<file path="config.mk">
export PLATFORM = sky130hd
export DESIGN_NAME = sprite_rom_arbiter
export DESIGN_NICKNAME = d
export VERILOG_FILES = /design/src/rtl/sprite_rom_arbiter.sv
export SDC_FILE = /design/constraint.sdc
export NUM_CORES = 1
export LEC_CHECK = 0
export BUFFER_PORTS_ARGS = -buffer_cell sky130_fd_sc_hd__buf_4
export CORE_ASPECT_RATIO = 0.6
export CORE_MARGIN = 1
export CORE_UTILIZATION = 43
export CTS_CLUSTER_DIAMETER = 80
export DETAILED_ROUTE_END_ITERATION = 6
export PLACE_DENSITY = 0.76
export SLEW_MARGIN = 20
export SYNTH_ARGS = -nofsm -noshare
export SYNTH_HDL_FRONTEND = slang
export SYNTH_SLANG_ARGS = --single-unit
</file>
<file path="constraint.sdc">
create_clock -name vga_clk -period 3.6 [get_ports vga_clk]
set_clock_uncertainty 0.2 [all_clocks]
set_input_delay 0.54 -clock vga_clk [delete_from_list [all_inputs] [get_ports vga_clk]]
set_output_delay 0.54 -clock vga_clk [all_outputs]
set_load 0.01 [all_outputs]
</file>
<file path="src/rtl/sprite_rom_arbiter.sv">
// Round-robin arbiter that shares one synchronous sprite ROM read port among NUM_REQ pixel requesters.
// Composes frame*FRAME_WORDS+offset, and returns tagged palette data two cycles after each grant.
module sprite_rom_arbiter #(
  parameter int unsigned NUM_REQ     = 4,
  parameter int unsigned OFS_W       = 12,
  parameter int unsigned FRAME_W     = 2,
  parameter int unsigned NUM_FRAMES  = 4,
  parameter int unsigned FRAME_WORDS = 2640,
  parameter int unsigned ROM_AW      = 14,
  parameter int unsigned DATA_W      = 4
) (
  input  logic                       vga_clk,
  input  logic                       reset_n,
  input  logic [NUM_REQ-1:0]         req,
  input  logic [NUM_REQ*OFS_W-1:0]   req_offset,
  input  logic [NUM_REQ*FRAME_W-1:0] req_frame,
  output logic [NUM_REQ-1:0]         grant,
  output logic [ROM_AW-1:0]          rom_address,
  input  logic [DATA_W-1:0]          rom_q,
  output logic [NUM_REQ-1:0]         rsp_valid,
  output logic [DATA_W-1:0]          rsp_data,
  output logic                       rsp_err
);

  localparam int unsigned PTR_W = (NUM_REQ > 1) ? $clog2(NUM_REQ) : 1;
  localparam int unsigned FW_W  = $clog2(FRAME_WORDS + 1);
  localparam int unsigned MUL_W = FRAME_W + FW_W;
  // One guard bit above the wider addend keeps the sum from overflowing.
  localparam int unsigned SUM_W = ((MUL_W > OFS_W) ? MUL_W : OFS_W) + 1;

  logic [OFS_W-1:0]   ofs_a [NUM_REQ];
  logic [FRAME_W-1:0] frm_a [NUM_REQ];

  for (genvar gi = 0; gi < NUM_REQ; gi++) begin : g_unpack
    assign ofs_a[gi] = req_offset[gi*OFS_W +: OFS_W];
    assign frm_a[gi] = req_frame[gi*FRAME_W +: FRAME_W];
  end

  logic [PTR_W-1:0]   ptr_q, ptr_d;
  logic [NUM_REQ-1:0] grant_q, grant_d;
  logic [ROM_AW-1:0]  rom_address_q, rom_address_d;
  logic               err1_q, err1_d;
  logic [NUM_REQ-1:0] v2_q, v2_d;
  logic               err2_q, err2_d;
  logic [NUM_REQ-1:0] rsp_valid_q, rsp_valid_d;
  logic [DATA_W-1:0]  rsp_data_q, rsp_data_d;
  logic               rsp_err_q, rsp_err_d;

  logic               found;
  logic [PTR_W-1:0]   sel;
  logic [PTR_W-1:0]   cand;
  logic [SUM_W-1:0]   frame_x;
  logic [SUM_W-1:0]   ofs_x;
  logic [SUM_W-1:0]   addr_full;
  logic               addr_err;

  // First requesting index at or after the pointer, wrapping around.
  always_comb begin
    found = 1'b0;
    sel   = '0;
    cand  = '0;
    for (int unsigned j = 0; j < NUM_REQ; j++) begin
      cand = PTR_W'((32'(ptr_q) + j) % NUM_REQ);
      if (!found && req[cand]) begin
        found = 1'b1;
        sel   = cand;
      end
    end
  end

  // Linear ROM address of the selected requester and its range check.
  always_comb begin
    frame_x   = SUM_W'(frm_a[sel]);
    ofs_x     = SUM_W'(ofs_a[sel]);
    addr_err  = (ofs_x >= SUM_W'(FRAME_WORDS)) || (frame_x >= SUM_W'(NUM_FRAMES));
    addr_full = frame_x * SUM_W'(FRAME_WORDS) + ofs_x;
  end

  always_comb begin
    grant_d       = '0;
    rom_address_d = rom_address_q;
    ptr_d         = ptr_q;
    err1_d        = 1'b0;
    if (found) begin
      grant_d[sel]  = 1'b1;
      err1_d        = addr_err;
      rom_address_d = addr_err ? '0 : ROM_AW'(addr_full);
      ptr_d         = (sel == PTR_W'(NUM_REQ - 1)) ? '0 : sel + PTR_W'(1);
    end
  end

  // Tag follows the address through the ROM's one-cycle read, then data is captured.
  always_comb begin
    v2_d        = grant_q;
    err2_d      = err1_q;
    rsp_valid_d = v2_q;
    rsp_err_d   = (|v2_q) && err2_q;
    rsp_data_d  = ((|v2_q) && !err2_q) ? rom_q : '0;
  end

  always_ff @(posedge vga_clk or negedge reset_n) begin
    if (!reset_n) begin
      ptr_q         <= '0;
      grant_q       <= '0;
      rom_address_q <= '0;
      err1_q        <= 1'b0;
      v2_q          <= '0;
      err2_q        <= 1'b0;
      rsp_valid_q   <= '0;
      rsp_data_q    <= '0;
      rsp_err_q     <= 1'b0;
    end else begin
      ptr_q         <= ptr_d;
      grant_q       <= grant_d;
      rom_address_q <= rom_address_d;
      err1_q        <= err1_d;
      v2_q          <= v2_d;
      err2_q        <= err2_d;
      rsp_valid_q   <= rsp_valid_d;
      rsp_data_q    <= rsp_data_d;
      rsp_err_q     <= rsp_err_d;
    end
  end

  assign grant       = grant_q;
  assign rom_address = rom_address_q;
  assign rsp_valid   = rsp_valid_q;
  assign rsp_data    = rsp_data_q;
  assign rsp_err     = rsp_err_q;

endmodule

</file>
== Yosys cells after proc, flatten, opt, wreduce, memory -nomap -nowiden ==
Cells that the tools add are included.

* Output and inout port bits: 27
* Flip-flop bits (word level): 35

* Multiply operators: 1
* Bitwise gates (word level): 1
* $lt $le $gt $ge: 8
* Reductions and logical operators: 11
* Equal/unequal tests: 1
* Add/sub/neg operators: 5
* Multiplexer cells: 29

{| class="wikitable"
|+ Operators by type and width
! kind !! number
|-
| 12-bit binary-select mux with 2-bit select || 1
|-
| 12-bit two-way mux || 2
|-
| 2-bit by 3-bit < comparator with 1-bit output (second input constant) || 5
|-
| 14-bit by 12-bit adder with 14-bit output || 1
|-
| 14-bit two-way mux || 1
|-
| 2-bit two-way mux || 7
|-
| 12-bit greater-or-equal comparator (second input constant) || 1
|-
| 2-bit by 8-bit multiplier with 10-bit output (second input constant) || 1
|-
| 1-bit two-way mux || 10
|-
| 1-bit binary-select mux with 2-bit select || 4
|-
| 4-bit two-way mux || 2
|-
| 1-bit logical AND || 6
|-
| 2-bit by 1-bit adder with 2-bit output (second input constant) || 2
|-
| 2-bit adder (second input constant) || 2
|-
| 2-bit binary-select mux with 2-bit select || 1
|-
| 1-bit logical NOT || 4
|-
| 4-bit OR reduction || 1
|-
| 3-bit greater-or-equal comparator (second input constant) || 1
|-
| 2-bit inverter with 3-bit output || 1
|-
| 1-bit demux with 2-bit select || 1
|-
| 2-bit equality test (second input constant) || 1
|-
| 2-bit by 1-bit greater-or-equal comparator with 1-bit output (second input constant) || 1
|}

== Logic depth before layout (Yosys ltp) ==
* Depth after elaboration: 19
* Depth in mapped cells: 14
* Mapped depth without buffers: 12

== Worst setup path after synthesis ==
Ideal clock, no wire load.

* Path type: input to register
* Start: input req[1]
* End: register rom_address_q[9] (netlist: rom_address[9])
* Slack: 45 ps
* Stages on the path: 14
* Arrival time: 3224 ps
* Setup time: 131 ps
* Path through: a21o_1 a21oi_1 o22a_1 buf_2 buf_2 buf_2 mux2i_1 ha_1 nand2_1 or2_1 o221ai_1 o21ai_1 and4_1 or3_1

* Cells in the longest elaborated chain, start to end: 19
* Elaborated cells between the ends (all ways): 33
* Classes of those cells: add/sub: 1; mul: 1; order compare: 1; mux: 23; bitwise: 1; reduce/logical: 6

{| class="wikitable"
|+ Ends and longest elaborated chain
! item !! RTL line !! RTL
|-
| start: declaration || 14 || <nowiki>input logic [NUM_REQ-1:0] req,</nowiki>
|-
| 1-bit binary-select mux with 2-bit select || 64 || <nowiki>if (!found && req[cand]) begin</nowiki>
|-
| 1-bit two-way mux (not written as such) || 64 ||
|-
| 1-bit two-way mux || 64 ||
|-
| 1-bit logical NOT || 64 ||
|-
| 1-bit logical AND || 64 ||
|-
| 1-bit two-way mux || 64 ||
|-
| 1-bit logical NOT || 64 ||
|-
| 1-bit logical AND || 64 ||
|-
| [2 not listed] || -- ||
|-
| 1-bit logical AND || 64 ||
|-
| 2-bit two-way mux || 64 ||
|-
| 2-bit inverter with 3-bit output (not written as such) || 73, 74 ||
|-
| 2-bit binary-select mux with 2-bit select || 73 || <nowiki>frame_x = SUM_W'(frm_a[sel]);</nowiki>
|-
| 2-bit two-way mux (not written as such) (2 in series) || 73 ||
|-
| 2-bit by 8-bit multiplier with 10-bit output || 76 || <nowiki>addr_full = frame_x * SUM_W'(FRAME_WORDS) + ofs_x;</nowiki>
|-
| 14-bit by 12-bit adder with 14-bit output || 76 ||
|-
| 14-bit two-way mux || 87 || <nowiki>rom_address_d = addr_err ? '0 : ROM_AW'(addr_full);</nowiki>
|-
| end signal: assignment || 115 || <nowiki>rom_address_q <= rom_address_d;</nowiki>
|-
| end: declaration || 41 || <nowiki>logic [ROM_AW-1:0] rom_address_q, rom_address_d;</nowiki>
|}

Several ways; a longest one is shown, not always the timed one. The select of a mux whose other input is x is not followed.
A chain may end at the register's enable or synchronous reset.

== Worst setup path after layout ==
* Start: register ptr_q[1]
* End: register rom_address_q[9] (netlist: rom_address[9])

* Cells in the longest elaborated chain, start to end: 19
* Elaborated cells between the ends (all ways): 36
* Classes of those cells: add/sub: 4; mul: 1; order compare: 1; mux: 23; bitwise: 1; reduce/logical: 6

{| class="wikitable"
|+ Ends and longest elaborated chain
! item !! RTL line !! RTL
|-
| start: declaration || 39 || <nowiki>logic [PTR_W-1:0] ptr_q, ptr_d;</nowiki>
|-
| start signal: assignment || 113 || <nowiki>ptr_q <= ptr_d;</nowiki>
|-
| branches (longest 19 deep; another with 2-bit by 1-bit adder with 2-bit output) || -- ||
|}

Parallel ways; which one is timed is not known. The select of a mux whose other input is x is not followed.

==> results by group <==
Outcome
  • Run status: finished clean

Die
  • DIE AREA: about 5400 um2
  • Die H: ~57 um
  • Cell Rows: 19
  • Die width: approximately 94 um
  • Initial Util: between 40% and 50%
  • # IOs: 93
  • Core area: ~4700 um2

Yosys
  • Post-synth EDFFs: 0
  • Synth top area cells: dfrtp_1 (40%), mux2i_1 (13%), nand2_1 (5.8%), ha_1 (5.7%), mux2i_4 (2.1%)
  • Area leader, netlist: dfrtp_1
  • Seq/Total Area, Yosys: between 30% and 40%
  • Most common cell in the synthesized netlist: dfrtp_1
  • Top_reg_cell synth: dfrtp_1
  • Most frequent cells after synthesis: dfrtp_1 (35), nand2_1 (34), mux2i_1 (29)
  • Synth unique cells: 47
  • Async set-reset flop share out of synthesis: between 90% and 100%
  • Synth Net Count: ~290
  • Top-area cell type share of the netlist area: 39.95%
  • Mapped Area: between 2000 and 2500 um2
  • Syn Inst Count: ~220
  • Synth warn: 0
  • Post-synthesis register bit count: 35
  • Avg Inst Size Synth: 10.20 um2

Critical path
  • Critical path data arrival time: about 3400 ps
  • Worst EP required: 3560 ps
  • CP Class: reg2reg
  • CP Launch Type: flop
  • R2R Setup Slk: about 180 ps
  • Worst setup EP type: flop
  • Crit-path max FO: 6

Drt
  • DRC violations left: 0
  • Vias per cell: a little over 5
  • Detailed-route via count: 1,941
  • Initial DRC count: 69
  • Post-Route WL: about 5400 um
  • Drt pass-1 iters: 4
  • Wirelength per Cell: ~14 um
  • Antenna Nets Post-Route: 0

Hold path
  • Min-Delay Path Class: in2async

Place
  • I/O Buffers: 92
  • DP HPWL: roughly 4200 um
  • Routability Congestion: roughly 0.96
  • Inst Count DP: between 300 and 400
  • DP Worst Slack: -60.54 ps

Timing
  • Fin crit period: roughly 3400 ps
  • Tightest Pin Transition: around 440 ps
  • Setup WS post-layout: 184.1 ps
  • Final setup vio count: 0
  • Fin. max-slew vios: 0
  • Hold Vio Cnt, Final: 0
  • Max Fclk: around 290 MHz
  • Slew headroom: roughly 70%
  • Setup tns final: 0 ps
  • Worst hold slack: around 0.45 ps
  • Final Cycle Share: 94.89%

CTS
  • Clock root cell: clkbuf_8
  • Clock transition at path regs: roughly 70 ps
  • Cts hold-fix bufs: 0
  • Max clock buf depth: 2
  • CTS tree: done
  • CTS H-tree lvls: 2
  • Num Clock Sinks: 35
  • Clock Latency Late Sink: 280 ps
  • CTS Buf Count: 5

GRT
  • Met2 Track Usage GR: ~29%
  • GRT Total Usage: approximately 21%
  • Vias in the first global route: roughly 1.8k
  • M3 GR Usage: under 10%
  • Antenna violations before repair: 0
  • Met1 usage: ~31%
  • Most Used Layer, Global Route: met1
  • Pin count of the biggest net entering global routing: 36
  • Grt total ovfl: 0
  • Global-route wire length before repair: approximately 8500 um

Final layout
  • Layout cells sized above 1: 42.86%
  • Antenna cells: 0
  • Final core occ: between 60% and 70%
  • Layout net count: 398
  • Post-Layout Cell Count: 385
  • Area grow syn2layout: 46.00%

Power
  • PD cells: just over 800 nW/um2
  • VDD IR max: 0.3069 mV
  • Leak: around 1.6 nW

Job
  • Max Cap Viol: 0
-- routing by layer --
layer | routed length [um] | vias to the layer above
li1 | - | 972
met1 | 2639 | 887
met2 | 2241 | 76
met3 | 467 | 6
met4 | 34 | 0
met5 | 0 | -
-- timing repair --
item                       in CTS  in global routing
resized for setup               0                 12
setup buffers                   0                  5
setup endpoints to repair       0                  5
-- cells in the final DEF, fill, tap and decap left out, types with 2 or more instances in the layout --
cell,Yosys,layout
nand3_1,6,6
and2_1,6,6
nand2b_1,2,2
buf_4,0,106
a31oi_1,2,2
mux2i_4,2,4
ha_1,10,10
dfrtp_1,35,34
xor2_1,3,3
mux2i_1,29,25
buf_6,3,3
nand2_1,34,34
nor2b_1,5,5
clkbuf_8,0,6
a21oi_1,6,6
inv_1,7,7
mux2_2,2,2
o21ai_0,8,8
a31o_2,2,2
nor2_1,3,3
and3_1,2,2
xnor2_1,4,4
a22o_1,3,3
o21ai_1,6,6
mux2i_2,3,5
-- through the flow --
step	total power, mW	area, um2
2_1_floorplan	1.678	2192
3_5_place_dp	2.219	3024
5_1_grt	2.794	3201
3_3_place_gp	2.187	3024
4_1_cts	2.504	3112
6_report	2.578	3201
-- cell families after synthesis --
family,Yosys count,share of synthesized area (%)
simple gates,67,15.13
buf+inv,18,4.338
xor+xnor,8,3.539
fa+ha+maj,11,6.164
mux,36,18.21
flops,35,39.95
compound gates,40,12.67
-- power breakdown --
part,switching [mW],internal [mW],leakage (nW)
clock,0.128,0.150,0.0470
sequential,0.0861,0.565,0.445
combinational,0.802,0.847,1.13
total,1.02,1.56,1.62
-- path summary, 6_finish.rpt --
path                          start              to  cells past startpoint
min reg2reg                  err1_q          err2_q                      0
max reg2reg                ptr_q[1]  rom_address[9]                     13
max                        ptr_q[1]  rom_address[9]                     13
min in group vga_clk         err1_q          err2_q                      0
min                         reset_n  rom_address[8]                      1
max in group asynchronous   reset_n        ptr_q[1]                      1
-- layout make-up --
type / count / area, um2
tap: 63 / 78.83
multi-input combinational: 162 / 1277
clock inverter: 1 / 5.005
fill: 358 / 1530
timing repair buffer: 110 / 849.6
clock buffer: 6 / 82.58
inverter: 8 / 30.03
sequential: 35 / 877.1
-- worst max-delay path, stage by stage (launching register included) --
cell	delay, ps
dfrtp_2	410
mux2_2	380
o221ai_4	240
buf_4	150
buf_6	120
mux2i_1	180
mux2i_1	110
ha_1	320
nand2_1	80
or2_1	230
o221ai_2	190
o21ai_1	120
and4_1	220
or3_1	330
-- registers in the layout, indices dropped and copies added (netlist names) --
name / count
rom_address: 14
rsp_err: 1
ptr_q: 2
err2_q: 1
rsp_data: 4
rsp_valid_d: 4
grant: 4
err1_q: 1
rsp_valid: 4
No activity file was read; power rests on OpenSTA's default activity.
